[src/rtl/sigmoid_pkg.sv]
// Shared types and PLAN approximation constants for the sigmoid pipeline.
package sigmoid_pkg;

    typedef enum logic [1:0] {
        IDLE = 2'd0,
        CALC = 2'd1,
        DONE = 2'd2
    } state_t;

    localparam int G = 5;

    // Segment slopes and offsets, lowest |x| segment first; offsets are scaled by FRAC_BITS at use.
    localparam int SLOPE_LO  = 8;
    localparam int SLOPE_MID = 4;
    localparam int SLOPE_HI  = 1;
    localparam int OFFS_LO   = 16;
    localparam int OFFS_MID  = 20;
    localparam int OFFS_HI   = 27;

    function automatic int bp_one(input int frac_bits);
        return 1 << frac_bits;
    endfunction

    function automatic int bp_knee(input int frac_bits);
        return (19 << frac_bits) >> 3;
    endfunction

    function automatic int bp_sat(input int frac_bits);
        return 5 << frac_bits;
    endfunction

endpackage

[src/rtl/sigmoid_plan_lane.sv]
// One combinational PLAN sigmoid channel: signed fixed-point x in, y in [0, 1.0] out.
module sigmoid_plan_lane
    import sigmoid_pkg::*;
#(
    parameter int DATA_SIZE = 8,
    parameter int FRAC_BITS = 4
) (
    input  logic [DATA_SIZE-1:0] x,
    output logic [DATA_SIZE-1:0] y
);

    localparam int AW = DATA_SIZE + 1;
    localparam int CW = DATA_SIZE + 6;

    localparam logic [AW-1:0]        A_ONE   = AW'(1);
    localparam logic [CW-1:0]        BP_ONE  = CW'(bp_one(FRAC_BITS));
    localparam logic [CW-1:0]        BP_KNEE = CW'(bp_knee(FRAC_BITS));
    localparam logic [CW-1:0]        BP_SAT  = CW'(bp_sat(FRAC_BITS));
    localparam logic [DATA_SIZE-1:0] Y_ONE   = DATA_SIZE'(bp_one(FRAC_BITS));

    logic                 neg;
    logic [AW-1:0]        sx;
    logic [AW-1:0]        a;
    logic [CW-1:0]        a_w;
    logic [CW-1:0]        slope;
    logic [CW-1:0]        offs;
    logic [CW-1:0]        sum;
    logic [DATA_SIZE-1:0] p;

    always_comb begin
        neg = x[DATA_SIZE-1];
        // One extra bit so negating the most-negative input cannot overflow.
        sx  = {x[DATA_SIZE-1], x};
        a   = neg ? (~sx + A_ONE) : sx;
        a_w = CW'(a);

        slope = CW'(SLOPE_LO);
        offs  = CW'(OFFS_LO << FRAC_BITS);
        if (a_w >= BP_KNEE) begin
            slope = CW'(SLOPE_HI);
            offs  = CW'(OFFS_HI << FRAC_BITS);
        end else if (a_w >= BP_ONE) begin
            slope = CW'(SLOPE_MID);
            offs  = CW'(OFFS_MID << FRAC_BITS);
        end

        sum = a_w * slope + offs;
        p   = (a_w >= BP_SAT) ? Y_ONE : DATA_SIZE'(sum >> G);
        y   = neg ? (Y_ONE - p) : p;
    end

endmodule

[src/rtl/sigmoid_pipe.sv]
// Vector sigmoid stage: LANES PLAN lanes time-shared over SIZE channels, valid/ready on both sides.
// Optional raw pass-through for linear layers when SIGMOID_BYPASS_EN is defined.
//
// state | meaning
// IDLE  | in_ready high, waiting for an input vector
// CALC  | computing LANES channels per cycle, beat selects the slice
// DONE  | result held on output_stream until out_ready
module sigmoid_pipe
    import sigmoid_pkg::*;
#(
    parameter int DATA_SIZE = 8,
    parameter int FRAC_BITS = 4,
    parameter int SIZE      = 4,
    parameter int LANES     = 2
) (
    input  logic                      clk,
    input  logic                      reset,
    input  logic [DATA_SIZE*SIZE-1:0] input_stream,
    input  logic                      in_valid,
    output logic                      in_ready,
    output logic [DATA_SIZE*SIZE-1:0] output_stream,
    output logic                      out_valid,
`ifdef SIGMOID_BYPASS_EN
    input  logic                      bypass,
`endif
    input  logic                      out_ready
);

    localparam int BEATS = SIZE / LANES;
    localparam int BW    = (BEATS > 1) ? $clog2(BEATS) : 1;
    localparam logic [BW-1:0] BEAT_ONE  = BW'(1);
    localparam logic [BW-1:0] BEAT_LAST = BW'(BEATS - 1);

    state_t                    state;
    state_t                    state_d;
    logic [BW-1:0]             beat;
    logic [DATA_SIZE*SIZE-1:0] buf_q;
    logic [DATA_SIZE*SIZE-1:0] out_q;
    logic                      out_valid_q;
    logic                      accept;
    logic                      last_beat;

    logic [DATA_SIZE-1:0] lane_x   [LANES];
    logic [DATA_SIZE-1:0] lane_y   [LANES];
    logic [DATA_SIZE-1:0] lane_out [LANES];

`ifdef SIGMOID_BYPASS_EN
    logic byp_q;
`endif

    always_comb begin
        state_d   = state;
        accept    = 1'b0;
        last_beat = (beat == BEAT_LAST);
        case (state)
            IDLE: begin
                if (in_valid) begin
                    accept  = 1'b1;
                    state_d = CALC;
                end
            end
            CALC: begin
                if (last_beat) state_d = DONE;
            end
            DONE: begin
                if (out_ready) state_d = IDLE;
            end
            default: state_d = IDLE;
        endcase
    end

    // Pick this beat's slice of the buffer for each lane.
    always_comb begin
        for (int l = 0; l < LANES; l++) begin
            lane_x[l] = '0;
            for (int b = 0; b < BEATS; b++) begin
                if (beat == BW'(b)) lane_x[l] = buf_q[(b*LANES + l)*DATA_SIZE +: DATA_SIZE];
            end
        end
    end

    for (genvar g = 0; g < LANES; g++) begin : g_lane
        sigmoid_plan_lane #(
            .DATA_SIZE (DATA_SIZE),
            .FRAC_BITS (FRAC_BITS)
        ) u_lane (
            .x (lane_x[g]),
            .y (lane_y[g])
        );
    end

    always_comb begin
        for (int l = 0; l < LANES; l++) begin
`ifdef SIGMOID_BYPASS_EN
            lane_out[l] = byp_q ? lane_x[l] : lane_y[l];
`else
            lane_out[l] = lane_y[l];
`endif
        end
    end

    always_ff @(posedge clk) begin
        if (reset) begin
            state       <= IDLE;
            beat        <= '0;
            buf_q       <= '0;
            out_q       <= '0;
            out_valid_q <= 1'b0;
`ifdef SIGMOID_BYPASS_EN
            byp_q       <= 1'b0;
`endif
        end else begin
            state <= state_d;
            if (accept) begin
                buf_q <= input_stream;
                beat  <= '0;
`ifdef SIGMOID_BYPASS_EN
                byp_q <= bypass;
`endif
            end
            if (state == CALC) begin
                for (int b = 0; b < BEATS; b++) begin
                    for (int l = 0; l < LANES; l++) begin
                        if (beat == BW'(b)) out_q[(b*LANES + l)*DATA_SIZE +: DATA_SIZE] <= lane_out[l];
                    end
                end
                beat <= last_beat ? '0 : beat + BEAT_ONE;
            end
            if (state == CALC && last_beat) begin
                out_valid_q <= 1'b1;
            end else if (state == DONE && out_ready) begin
                out_valid_q <= 1'b0;
            end
        end
    end

    assign in_ready      = (state == IDLE) && !reset;
    assign out_valid     = out_valid_q;
    assign output_stream = out_q;

endmodule

[config.mk]
export PLATFORM = sky130hd
export DESIGN_NAME = sigmoid_pipe
export DESIGN_NICKNAME = d
export VERILOG_FILES = /design/src/rtl/sigmoid_pkg.sv /design/src/rtl/sigmoid_plan_lane.sv /design/src/rtl/sigmoid_pipe.sv
export SDC_FILE = /design/constraint.sdc
export NUM_CORES = 1
export LEC_CHECK = 0
export BUFFER_PORTS_ARGS = -buffer_cell sky130_fd_sc_hd__buf_2
export CORE_UTILIZATION = 30
export DETAILED_ROUTE_END_ITERATION = 7
export PLACE_DENSITY = 0.5
export SLEW_MARGIN = 20
export SYNTH_ARGS = -nofsm -noshare
export SYNTH_HDL_FRONTEND = slang
export SYNTH_SLANG_ARGS = --single-unit
[constraint.sdc]
create_clock -name clk -period 7.1 [get_ports clk]
set_input_delay 0.355 -clock clk [delete_from_list [all_inputs] [get_ports clk]]
set_output_delay 0.355 -clock clk [all_outputs]
set_load 0.01 [all_outputs]
After elaboration in Yosys (flattened, before gate mapping)
Index checks and enable logic that the tools add are counted.

storage, ports and cells
  input port bits = 36
  flip-flop bits (word level) = 68
  word-level logic and storage cells = 66
  output and inout port bits = 34

operators by class
  multiply operators = 2
  reductions and logical operators = 10
  order comparisons = 6
  mux-type cells = 27
  eq/ne operators = 5
  $add $sub $neg = 7
  bitwise operators = 3

operator list
  cell                 count
  $mux 8               8
  $add 13x13->13       2
  $mul 9x4->13         2
  $add 9x1->9 const B  2
  $ge 9x5->1 const B   2
  $ge 9x6->1 const B   2
  $ge 9x7->1 const B   2
  $mux 9               2
  $not 9->9            2
  $mux 4               4
  $sub 5x8->8 const A  2
  $mux 7               2
  $mux 1               7
  $mux 2               3
  $ne 2x2->1 const B   3
  $pmux 2 s3           1
  $reduce_and 2->1     2
  $reduce_bool 2->1    2
  $logic_and 1x1->1    3
  $reduce_and 3->1     1
  $eq 2x1->1 const B   1
  $eq 2x2->1 const B   1
  $logic_not 2->1      1
  $add 1x1->1 const B  1
  2 further kinds      2

Depth between registers and ports, before layout
  depth after elaboration = 12
  depth in mapped cells = 27

Modules after synthesis
From an unflattened synthesis, not the netlist that was laid out.

second synthesis, totals
  cell total of the unflattened synthesis = 688
  area total of the unflattened synthesis = 6,421.2 µm²

by module, submodules not included
  module                                area an instance (µm²)  cells an instance  times used  sequential area each (µm²)
  sigmoid_pipe                          3,243.1                 303                1           1,361.3
  sigmoid_plan_lane (g_lane[1].u_lane)  1,624.1                 197                1           0.0
  sigmoid_plan_lane (g_lane[0].u_lane)  1,554.0                 188                1           0.0

Worst setup path before layout
No wires, ideal clock.

  path kind = register to register
  start point = reg beat
  end point = reg out_q[14] (netlist: output_stream[14])
  library setup time = 0.091 ns
  cell stages (with the launch flop) = 27
  clock period less this slack = 6.822 ns
  data arrival time = 6.731 ns
  path slack = 0.278 ns
  required time = 7.009 ns
  cells stage by stage = dfxtp_1 buf_6 buf_6 buf_2 buf_2 mux2i_1 ha_1 nor4b_4 a31oi_2 o31ai_4 xor2_4 a211o_2 or2_2 nor2_1 ha_1 inv_1 fa_1 fa_1 inv_1 fa_1 a211oi_1 nor2_1 o21ai_0 o21bai_1 a21o_1 or4_4 a311oi_1

on the way
  longest elaborated chain between the ends = 12

ends and longest elaborated chain
  what                            RTL line                 source
  start: declaration              sigmoid_pipe.sv:36       logic [BW-1:0] beat;
  start signal: assignment        sigmoid_pipe.sv:127      beat <= last_beat ? '0 : beat + BEAT_ONE;
  $mux 8                          sigmoid_pipe.sv:77       if (beat == BW'(b)) lane_x[l] = buf_q[(b*LANES + l)*DATA_SIZE +: DATA_SIZE];
  $not 9->9                       sigmoid_plan_lane.sv:34  a = neg ? (~sx + A_ONE) : sx;
  $add 9x1->9                     sigmoid_plan_lane.sv:34
  $mux 9                          sigmoid_plan_lane.sv:34
  $ge 9x5->1                      sigmoid_plan_lane.sv:42  end else if (a_w >= BP_ONE) begin
  $mux 4                          sigmoid_plan_lane.sv:42
  $mux 4                          sigmoid_plan_lane.sv:39  if (a_w >= BP_KNEE) begin
  $mul 9x4->13                    sigmoid_plan_lane.sv:47  sum = a_w * slope + offs;
  $add 13x13->13                  sigmoid_plan_lane.sv:47
  $mux 8                          sigmoid_plan_lane.sv:48  p = (a_w >= BP_SAT) ? Y_ONE : DATA_SIZE'(sum >> G);
  $sub 5x8->8                     sigmoid_plan_lane.sv:49  y = neg ? (Y_ONE - p) : p;
  $mux 8                          sigmoid_plan_lane.sv:49
  end signal: indexed assignment  sigmoid_pipe.sv:124      if (beat == BW'(b)) out_q[(b*LANES + l)*DATA_SIZE +: DATA_SIZE] <= lane_out[l];
  end: declaration                sigmoid_pipe.sv:38       logic [DATA_SIZE*SIZE-1:0] out_q;

Several ways; a longest one is shown, not always the timed one.
A chain may end at the register's enable or synchronous reset.

Worst setup path in the final report
  start point = reg beat
  end point = reg out_q[30] (netlist: output_stream[30])

Same word-level chain as after synthesis.

==> reports/qor.yml <==
timing:
  slew_viol_final: 0
  setup_ws_ns: 0.529
  clock_skew_ns: 0.00561
  max_freq_mhz: 152
  worstMarginPinSlew_ns: 1.00
  final.min_clock_period_ns: 6.57
  hold_violations: 0
  tns_ns: 0
  setup_viol: 0
  rsz0062_at_grt: "no"
  slew_headroom: 0.330
  fin_crit_sh: 0.925
synth:
  synth_top_cell_by_area: "dfxtp_1"
  syn_area_per_cell_sq_um: 8.19
  synth_common_cells: "95 x nand2_1, 68 x dfxtp_1, 63 x a21oi_1, 53 x nor2_1, 46 x ha_1"
  async_flop_share: 0
  yosysMostFrequentCell: "nand2_1"
  synth_cells: 651
  ys_seq_area_frac: 0.255
  synth_area_sq_um: 5330
  ys.flop_type: "dfxtp_1"
  ys_ff_latch: 68
  synth_top_cell_area_share: 0.255
  synth-edff-count: 0
  ys_warn_count: 0
  ys_top_cells_by_area: "dfxtp_1 26%, ha_1 11%, fa_1 8.3%"
  ys_types: 65
pwr:
  irDropWorstVdd_uv: 156
  power_leakage_nw: 2.76
  powerDensity_nw_per_um2: 268
worst_setup_path:
  startpoint_type: "register"
  slowest_delay_ns: 0.54
  cp.arrival_ns: 6.81
  cp_common_cell: "fa_1"
  r2r_end: "output_stream[30]"
  critPathSlowestCell: "dfxtp_1"
  path_class: "register to register"
  reg2regPathDepth: 22
  worstPathMaxFanout: 10
  critical_path.cell_chain: "mux2i_1 > ha_1 > nor4b_4 > a31oi_2 > o31ai_4 > xor2_4 > a211o_2 > or2_2 > nor2_1 > ha_1 > inv_1 > fa_1 > fa_1 > inv_1 > fa_1 > a211oi_2 > nor2_1 > o21ai_0 > o21bai_1 > a21o_1 > or4_4 > a311oi_1"
  worstPathRequired_ns: 7.34
  crit_path_end_kind: "register"
  rrSetupSlack_ns: 0.53
  r2r_start: "beat"
floorplan:
  die_height_microns: 135
  die-width_microns: 135
  coreArea_sq_um: 17300
  dieArea_sq_um: 18300
  initial_core_util: 0.308
  num_io_pins: 70
  rows: 48
job:
  maxCapViolCount: 0
layout:
  syn_to_final_growth_pct: 17.6
  final-seq-area_sq_um: 1360
  multi_input_area_sq_um: 3750
  drive_above_1_share: 0.169
  fill_cells: 1835
  finalNetCount: 831
  diodes: 0
  fin_area_sq_um: 6270
  finish.utilization: 0.362
  stdcell_count: 957
grt:
  antenna_found_initial: 0
  grt_overflow: 0
  grt_use_total: 0.148
  grt_pass1_wl_microns: 21500
  grt_max_degree: 72
  grt_pass1_vias: 4537
place:
  place.gp.congestion: 0.797
  dp_slack_ns: 0.340
  dp_hpwl_microns: 9840
  placed_area_sq_um: 5930
  port_buffers: 69
  dp_cells: 937
clock_tree:
  clockBufferDepth: 2
  path_clk_slew_ns: 0.06
  clockRootBuffer: "clkbuf_16"
  cts-hold-fix-buffers: 0
  worstSkewPairLatency_ns: 0.34
  clkSinkCount: 68
  cts_buffers: 9
  cts_tree: "yes"
  h-tree-depth: 3
drt:
  ant_nets: 0
  dr.pass1.iters: 4
  drtIter0Drc: 273
  dr_total_vias: 4648
  drc: 0
  drt-total-wl_microns: 12900
  vias_per_cell: 4.86
  wire_per_inst_microns: 13.5
status:
  status: "completed"
min_path:
  min_path_cells: 3
  hp-start: "input_stream[9]"
  hold_path_end: "buf_q[9]"
  hold_path_class: "input port to register"
-- layout by cell type, fill, tap and decap left out, drive strengths merged, types with 6 or more instances in the layout --
cell type / n
o31ai: 7
nand3: 12
a211oi: 17
a21oi: 64
inv: 45
mux2i: 14
nor3: 16
conb: 20
dfxtp: 68
buf: 79
o21ai: 14
xor2: 12
o211ai: 6
ha: 46
and2: 9
fa: 22
nor2: 53
a311oi: 7
clkbuf: 11
xnor2: 22
a21o: 8
a31oi: 9
nor3b: 7
nand2: 95
-- what timing repair did --
action | CTS | global route
endpoints found under the setup margin | 0 | 10
buffers inserted | 0 | 4
gates resized for setup | 0 | 1
-- per-stage QoR --
step / hold WS, ns / total power [mW]
2_1_floorplan: 0.444 / 1.06
4_1_cts: 0.235 / 1.67
3_5_place_dp: 0.449 / 1.23
5_1_grt: 0.243 / 1.83
6_report: 0.250 / 1.68
3_3_place_gp: 0.443 / 1.22
-- logic make-up after synthesis --
family,after synthesis,synth area share
flops,68,0.255
buf+inv,77,0.0578
other cells,2,0.00141
xor+xnor,34,0.0594
compound gates,161,0.202
mux,19,0.0376
simple gates,222,0.196
fa+ha+maj,68,0.191
-- cell type report --
class	count	area share
Tap cell	225	0.0449
Inverter	45	0.0269
Timing Repair Buffer	79	0.0671
Multi-Input combinational cell	524	0.598
Sequential cell	68	0.217
Clock buffer	11	0.0403
Clock inverter	5	0.00579
-- per-layer routing --
| metal | GRT usage | vias to the layer above | wire [microns] | share of wire |
|---|---|---|---|---|
| li1 | - | 2395 | - | - |
| met1 | 0.200 | 2120 | 6330 | 0.49 |
| met2 | 0.229 | 113 | 5600 | 0.43 |
| met3 | 0.0367 | 20 | 788 | 0.061 |
| met4 | 0.0512 | 0 | 216 | 0.017 |
| met5 | 0 | - | 0 | 0 |
-- report_power, final --
part	switching (mW)	total [mW]	internal, mW
logic	0.478	0.812	0.334
clock network	0.178	0.433	0.255
registers	0.0240	0.437	0.413
-- worst max-delay path, delay by kind of cell (launching register included) --
| family | cells | cell delay, ns |
|---|---|---|
| compound gates | 8 | 2.09 |
| fa+ha+maj | 5 | 1.91 |
| simple gates | 5 | 1.30 |
| flops | 1 | 0.54 |
| mux | 1 | 0.30 |
| xor+xnor | 1 | 0.17 |
| buf+inv | 2 | 0.14 |
-- state kept, by name, summed over array words and instances (netlist names) --
| signal | flops |
|---|---|
| beat | 1 |
| buf_q | 32 |
| out_valid | 1 |
| output_stream | 32 |
| state | 2 |
-- how the worst max path moves through the flow --
stage | start | endpoint | slack (ns) | cells past startpoint
finish | beat | output_stream[30] | 0.53 | 22
global route | beat | output_stream[30] | 0.03 | 20
CTS | beat | output_stream[6] | 0.33 | 19
detailed placement | beat | output_stream[6] | 0.34 | 19
global placement | beat | output_stream[6] | 0.45 | 19
floorplan | beat | output_stream[14] | 0.28 | 26
No activity file was read; power rests on OpenSTA's default activity.
